### src/rtl/alu_pkg.sv
// Shared constants for the ALU issue/writeback controller: opcodes,
// instruction field layout and datapath widths.
package alu_pkg;

  localparam int OP_W      = 3;
  localparam int REG_IDX_W = 2;
  localparam int DATA_W    = 8;
  localparam int BR_W      = 6;
  localparam int INSTR_W   = 16;

  localparam int OP_LSB = 13;
  localparam int RD_LSB = 11;
  localparam int RA_LSB = 9;
  localparam int RB_LSB = 7;
  localparam int RSV_BIT = 6;
  localparam int BR_LSB = 0;

  localparam logic [OP_W-1:0] OP_NOP = 3'b000;
  localparam logic [OP_W-1:0] OP_ADD = 3'b001;
  localparam logic [OP_W-1:0] OP_SUB = 3'b010;
  localparam logic [OP_W-1:0] OP_AND = 3'b011;
  localparam logic [OP_W-1:0] OP_NOT = 3'b100;
  localparam logic [OP_W-1:0] OP_OR  = 3'b101;
  localparam logic [OP_W-1:0] OP_EQ  = 3'b110;
  localparam logic [OP_W-1:0] OP_BEQ = 3'b111;

  function automatic logic op_writes_reg(input logic [OP_W-1:0] op);
    return (op != OP_NOP) && (op != OP_BEQ);
  endfunction

endpackage

### src/rtl/alu_issue_ctrl_if.sv
// Instruction stream from fetch into the issue controller.
// Handshake: a word transfers on a rising edge where in_valid && in_ready.
interface alu_issue_ctrl_if;
  import alu_pkg::*;

  logic               in_valid;
  logic               in_ready;
  logic [INSTR_W-1:0] in_instr;

  modport master (output in_valid, output in_instr, input in_ready);
  modport slave  (input in_valid, input in_instr, output in_ready);
endinterface

### src/rtl/alu_regfile.sv
// 4x8 register file: two combinational read ports, one write port,
// asynchronous reset to zero.
module alu_regfile
  import alu_pkg::*;
#(
  parameter int NREGS = 4
) (
  input  logic                 clk,
  input  logic                 rst,
  input  logic [REG_IDX_W-1:0] ra_idx,
  input  logic [REG_IDX_W-1:0] rb_idx,
  output logic [DATA_W-1:0]    ra_data,
  output logic [DATA_W-1:0]    rb_data,
  input  logic                 we,
  input  logic [REG_IDX_W-1:0] wr_idx,
  input  logic [DATA_W-1:0]    wr_data
);

  logic [DATA_W-1:0] regs [NREGS];

  always_ff @(posedge clk or posedge rst) begin
    if (rst) begin
      for (int i = 0; i < NREGS; i++) regs[i] <= '0;
    end else if (we) begin
      regs[wr_idx] <= wr_data;
    end
  end

  assign ra_data = regs[ra_idx];
  assign rb_data = regs[rb_idx];

endmodule

### src/rtl/alu_issue_ctrl.sv
// Issue/writeback controller for the 8-bit ALU: registers operands (I stage),
// retires the ALU result one cycle later (W stage), owns flags and branches.
module alu_issue_ctrl
  import alu_pkg::*;
#(
  parameter int NREGS = 4,
  parameter int CNT_W = 16
) (
  input  logic                  clk,
  input  logic                  rst,
  alu_issue_ctrl_if.slave       in_if,
  output logic [DATA_W-1:0]     alu_a,
  output logic [DATA_W-1:0]     alu_b,
  output logic [OP_W-1:0]       alu_instr,
  output logic [BR_W-1:0]       alu_branch_addr,
  input  logic [DATA_W-1:0]     alu_out,
  input  logic                  alu_co,
  output logic                  wb_valid,
  output logic [REG_IDX_W-1:0]  wb_reg,
  output logic [DATA_W-1:0]     wb_data,
  output logic                  carry_flag,
  output logic                  eq_flag,
  output logic                  redirect_valid,
  output logic [BR_W-1:0]       redirect_addr,
  output logic [CNT_W-1:0]      retired_count
);

  logic [OP_W-1:0]      in_op;
  logic [REG_IDX_W-1:0] in_rd, in_ra, in_rb;
  logic [BR_W-1:0]      in_br;
  logic                 unused_rsvd;

  assign in_op       = in_if.in_instr[OP_LSB +: OP_W];
  assign in_rd       = in_if.in_instr[RD_LSB +: REG_IDX_W];
  assign in_ra       = in_if.in_instr[RA_LSB +: REG_IDX_W];
  assign in_rb       = in_if.in_instr[RB_LSB +: REG_IDX_W];
  assign in_br       = in_if.in_instr[BR_LSB +: BR_W];
  assign unused_rsvd = in_if.in_instr[RSV_BIT];

  // The I-stage registers double as the W stage: the instruction they hold
  // is retired at the next rising edge using the live ALU result.
  logic                 i_valid;
  logic [REG_IDX_W-1:0] i_rd;
  logic                 ready_en;

  logic                 w_writes;
  logic                 w_taken;
  logic [DATA_W-1:0]    w_data;
  logic [DATA_W-1:0]    rf_a, rf_b;
  logic [DATA_W-1:0]    fwd_a, fwd_b;
  logic                 accept;

  assign w_writes = i_valid && op_writes_reg(alu_instr);
  assign w_taken  = i_valid && (alu_instr == OP_BEQ) && eq_flag;
  assign w_data   = (alu_instr == OP_EQ) ? {{(DATA_W-1){1'b0}}, alu_out[0]} : alu_out;

  assign in_if.in_ready = ready_en && !w_taken;
  assign accept         = in_if.in_valid && in_if.in_ready;

  alu_regfile #(.NREGS(NREGS)) u_regfile (
    .clk     (clk),
    .rst     (rst),
    .ra_idx  (in_ra),
    .rb_idx  (in_rb),
    .ra_data (rf_a),
    .rb_data (rf_b),
    .we      (w_writes),
    .wr_idx  (i_rd),
    .wr_data (w_data)
  );

  // The register file is written at the same edge that issues the next
  // instruction, so a matching destination must bypass the array.
  assign fwd_a = (w_writes && (i_rd == in_ra)) ? w_data : rf_a;
  assign fwd_b = (w_writes && (i_rd == in_rb)) ? w_data : rf_b;

  always_ff @(posedge clk or posedge rst) begin
    if (rst) begin
      ready_en        <= 1'b0;
      i_valid         <= 1'b0;
      i_rd            <= '0;
      alu_a           <= '0;
      alu_b           <= '0;
      alu_instr       <= OP_NOP;
      alu_branch_addr <= '0;
      wb_valid        <= 1'b0;
      wb_reg          <= '0;
      wb_data         <= '0;
      carry_flag      <= 1'b0;
      eq_flag         <= 1'b0;
      redirect_valid  <= 1'b0;
      redirect_addr   <= '0;
      retired_count   <= '0;
    end else begin
      ready_en <= 1'b1;

      if (accept) begin
        i_valid         <= 1'b1;
        i_rd            <= in_rd;
        alu_a           <= fwd_a;
        alu_b           <= fwd_b;
        alu_instr       <= in_op;
        alu_branch_addr <= in_br;
      end else begin
        i_valid   <= 1'b0;
        alu_instr <= OP_NOP;
      end

      wb_valid <= w_writes;
      if (w_writes) begin
        wb_reg  <= i_rd;
        wb_data <= w_data;
      end

      redirect_valid <= w_taken;
      if (w_taken) redirect_addr <= alu_branch_addr;

      if (i_valid) begin
        retired_count <= retired_count + CNT_W'(1);
        case (alu_instr)
          OP_ADD, OP_SUB: carry_flag <= alu_co;
          OP_EQ:          eq_flag    <= alu_out[0];
          OP_BEQ:         eq_flag    <= 1'b0;
          default:        ;
        endcase
      end
    end
  end

endmodule

### src/flat_wrapper.sv
// flat-port wrapper written by rule: the top's interface ports become plain ports
module alu_issue_ctrl_flat import alu_pkg::*;
#(
  parameter int NREGS = 4,
  parameter int CNT_W = 16
)
  (clk, rst, alu_a, alu_b, alu_instr, alu_branch_addr, alu_out, alu_co, wb_valid, wb_reg, wb_data, carry_flag, eq_flag, redirect_valid, redirect_addr, retired_count, in_if_in_valid, in_if_in_instr, in_if_in_ready);
  alu_issue_ctrl_if in_if_i ();
  input  logic clk;
  input  logic rst;
  output logic [DATA_W-1:0] alu_a;
  output logic [DATA_W-1:0] alu_b;
  output logic [OP_W-1:0] alu_instr;
  output logic [BR_W-1:0] alu_branch_addr;
  input  logic [DATA_W-1:0] alu_out;
  input  logic alu_co;
  output logic wb_valid;
  output logic [REG_IDX_W-1:0] wb_reg;
  output logic [DATA_W-1:0] wb_data;
  output logic carry_flag;
  output logic eq_flag;
  output logic redirect_valid;
  output logic [BR_W-1:0] redirect_addr;
  output logic [CNT_W-1:0] retired_count;
  input wire logic [$bits(in_if_i.in_valid)-1:0] in_if_in_valid;
  input wire logic [$bits(in_if_i.in_instr)-1:0] in_if_in_instr;
  output wire logic [$bits(in_if_i.in_ready)-1:0] in_if_in_ready;
  assign in_if_i.in_valid = in_if_in_valid;
  assign in_if_i.in_instr = in_if_in_instr;
  assign in_if_in_ready = in_if_i.in_ready;
  alu_issue_ctrl #(.NREGS(NREGS), .CNT_W(CNT_W)) u_core (.clk(clk), .rst(rst), .in_if(in_if_i), .alu_a(alu_a), .alu_b(alu_b), .alu_instr(alu_instr), .alu_branch_addr(alu_branch_addr), .alu_out(alu_out), .alu_co(alu_co), .wb_valid(wb_valid), .wb_reg(wb_reg), .wb_data(wb_data), .carry_flag(carry_flag), .eq_flag(eq_flag), .redirect_valid(redirect_valid), .redirect_addr(redirect_addr), .retired_count(retired_count));
endmodule
### config.mk
export PLATFORM = sky130hd
export DESIGN_NAME = alu_issue_ctrl_flat
export DESIGN_NICKNAME = d
export VERILOG_FILES = /design/src/rtl/alu_pkg.sv /design/src/rtl/alu_issue_ctrl_if.sv /design/src/rtl/alu_regfile.sv /design/src/rtl/alu_issue_ctrl.sv /design/src/flat_wrapper.sv
export SDC_FILE = /design/constraint.sdc
export NUM_CORES = 1
export LEC_CHECK = 0
export ABC_AREA = 1
export CAP_MARGIN = 20
export CORE_ASPECT_RATIO = 1.25
export CORE_MARGIN = 8
export CORE_UTILIZATION = 60
export CTS_CLUSTER_SIZE = 25
export DETAILED_ROUTE_END_ITERATION = 10
export DONT_BUFFER_PORTS = 1
export PLACE_DENSITY = 0.77
export RECOVER_POWER = 100
export SETUP_SLACK_MARGIN = 0.02
export SYNTH_ARGS = -nofsm -noshare
export SYNTH_HDL_FRONTEND = slang
export SYNTH_SLANG_ARGS = --single-unit
export TNS_END_PERCENT = 10
### constraint.sdc
create_clock -name clk -period 6.19 [get_ports clk]
set_input_delay 0.619 -clock clk [delete_from_list [all_inputs] [get_ports clk]]
set_output_delay 0.619 -clock clk [all_outputs]
set_load 0.1 [all_outputs]
==> metrics.txt <==
status finished, violations left; violated checks max-capacitance violations, max-slew violations; FMAX ~250 MHz; register area share after synthesis 0.5019; slowest cell delay on critical path between 1 and 1.5 ns; final wirelength roughly 11000 µm; die width between 90 and 100 µm; drt initial violations 255; placer congestion estimate about 0.9; crit-path cells nand2_1 > inv_1 > nand3_1 > nand2_1 > nor2_1 > inv_2 > nand2_1 > nand2_1; layout cell share with drive strength beyond 1 0.05872; Core ar. roughly 7800 µm²; Clk network pwr share 0.213; Initial Util 0.6206; CP Capture Type flip-flop; Largest regs u_core.u_regfile.regs (32), u_core.retired_count (16); Slew @ Worst Pin between 2 and 2.5 ns; Largest Register u_core.u_regfile.regs; Post-Syn Instances 601; Final Max Slew Viols 34; Post-CTS Setup Inserts 0; Layout area overhead 2.484%; Final Net Count 620; Post-Syn Nets 630; setup_tns 0 ns; ANT cells 0; CTS H-tree lvls 3; CTS Root Cell clkbuf_8; Crit Path Class reg -> reg; synthesized area per cell approximately 8.0 µm²; pin count of the biggest net entering global routing 85; vias in the first global route around 3.8k; largest fanout on the critical path 33; Yosys reg bits slightly below 100; worst endpoint required time approximately 6.5 ns; Netlist cell types 32; RSZ-0062 raised after global routing no; reg-to-reg critical path endpoint u_core.alu_b[2]$_DFFE_PP0P_; CP delay by family, top simple AND/OR/NAND/NOR gates; sequential power share 0.627; worst flop-to-flop path startpoint u_core.alu_instr[1]$_DFF_PP0_; Pleak 0.002690 µW; clock-pin slew on the worst setup and hold paths 0.09 ns; worst vdd ir between 0.3 and 0.4 mV; CTS max path bufs 2; IO buf count 0; Max-Cap Viols 1; Clock Latency Late Sink about 0.37 ns; Largest register FFs 32; # rows 36; Final ANT Viol Nets 0; first-pass GRT wire length ~19000 µm; drt drc 0; remaining global-route overflow 0; CTS tree built; Place WS around 3.3 ns; final worst slack about 2.2 ns; routed len/inst approximately 17 µm; mapped cell area between 4000 and 5000 µm²; hold buffer count at cts 0; antenna violations before repair 0; Tmin final between 4 and 5 ns; die height roughly 120 µm; WP data arrival 4.26 ns; Hold Fails Final Rpt 0; Vias just under 4k; fill count ~660; DP HPWL a little over 8000 µm; Num Clock Sinks slightly below 100; final setup vio count 0; critical path's slowest cell nor2_1; CP startpoint kind flip-flop; CP most frequent cell nand2_1; cell-internal power around 1200 µW; Pwr Density between 400 and 500 nW/µm²; Hold Crit Class in -> async; relative slew slack -0.3389; skew final around 0.0074 ns; Gate power share 0.160; 1st-pass router iterations 5; crit path buf inv count 2; overall routing resource usage 0.2150; Via-to-Cell Ratio roughly 5.7; reg2reg setup slack 2.19 ns; Reg2Reg Depth 8; Tcrit/Tclk final 0.6466; Switch Pwr 1061 µW; Syn. warnings 0; Die ar. around 11000 µm²; sw frac 0.4765; Num CTS Buffers 9; Ports 90; Gates resized, CTS repair 0
==> logic make-up (layout without fill, tap and decap cells) <==
logic type	after synthesis	count (layout)	share of synthesized area
and+or+nand+nor	316	316	0.3017
other	1	1	0.0007755
xor gates and xnor gates	11	11	0.01992
adders and majority gates	1	1	0.002587
buffers and inverters	101	96	0.09599
DFF	97	97	0.5019
AOI/OAI and AO/OA	74	74	0.07710
==> synthesized netlist by cell type, drive strengths merged <==
library cell,instances,area (µm²)
nand2,224,904.6
a21oi,9,45.04
clkbuf,7,36.28
ha,1,12.51
nand4,7,43.79
nand3,66,377.9
o211ai,1,7.510
buf,16,135.1
xor2,5,43.79
nor2,15,111.4
inv,78,292.8
or2,1,6.260
conb,1,3.750
dfrtp,97,2427
xnor2,6,52.55
o21ai,64,320.3
nor3,3,15.01
==> per-layer routing <==
metal,vias to the layer above,track usage,routed length (µm)
li1,1859,-,-
met1,1860,0.2592,4602
met2,172,0.3505,5474
met3,25,0.05338,1023
met4,0,0.1022,354
met5,-,0,0
==> worst register-to-register path, cell delays in order, from the launching register on <==
cell and delay (ns):
dfrtp_1 0.76, nand2_1 0.32, inv_1 0.08, nand3_1 0.32
nand2_1 0.13, nor2_1 1.49, inv_2 0.50, nand2_1 0.21
nand2_1 0.07
==> worst max-delay path by stage <==
stage	to	depth (start not counted)	start	slack, ns
2_1_floorplan	u_core.alu_a[0]$_DFFE_PP0P_	1	rst	3.04
3_3_place_gp	in_if_in_ready	5	u_core.alu_instr[1]$_DFF_PP0_	3.39
3_5_place_dp	in_if_in_ready	5	u_core.alu_instr[0]$_DFF_PP0_	3.32
4_1_cts	in_if_in_ready	5	u_core.alu_instr[0]$_DFF_PP0_	2.90
5_1_grt	u_core.alu_b[2]$_DFFE_PP0P_	8	u_core.alu_instr[1]$_DFF_PP0_	1.74
6_report	u_core.alu_b[2]$_DFFE_PP0P_	8	u_core.alu_instr[1]$_DFF_PP0_	2.19
==> layout by cell type, fill, tap and decap left out, types with 2 or more instances in the layout <==
cell,n
inv_6,2
inv_2,7
bufinv_16,2
xnor2_1,6
nor3_1,3
nor2_8,2
o21ai_1,2
dfrtp_1,97
o21ai_0,62
xor2_1,5
nand2_1,218
nor2_1,12
nand2_2,3
inv_1,70
nand2_4,3
a21oi_1,9
nand3_1,66
nand4_1,7
clkbuf_8,11
==> final cells by class <==
cell class | count | area [µm²] | share of cell area
well taps | 95 | 118.9 | 0.02398
repair buffers | 2 | 31.28 | 0.006312
clock inverters | 5 | 85.08 | 0.01717
clock buffers | 11 | 151.4 | 0.03055
flip-flops and latches | 97 | 2427 | 0.4898
multi-input cells | 403 | 1848 | 0.3729
inverters | 78 | 294.0 | 0.05933
==> power groups by stage <==
stage,logic (µW),clock network [µW],registers (µW)
2_1_floorplan,308,0,1370
3_3_place_gp,343,0,1400
3_5_place_dp,362,0,1410
4_1_cts,364,479,1400
5_1_grt,424,505,1420
6_report,357,473,1400
==> through the flow <==
stage	cell area [µm²]	power, µW	instances	utilization	hold slack [ns]
2_1_floorplan	4836	1679	601	-	0.4530
4_1_cts	5029	2239	690	0.6453	0.03302
3_5_place_dp	4792	1770	674	0.6150	0.4356
5_1_grt	4956	2346	691	0.6360	0.1967
6_report	4956	2226	691	0.6360	0.1552
3_3_place_gp	4792	1747	674	0.6150	0.4255
(Power assumes the default switching activity.)
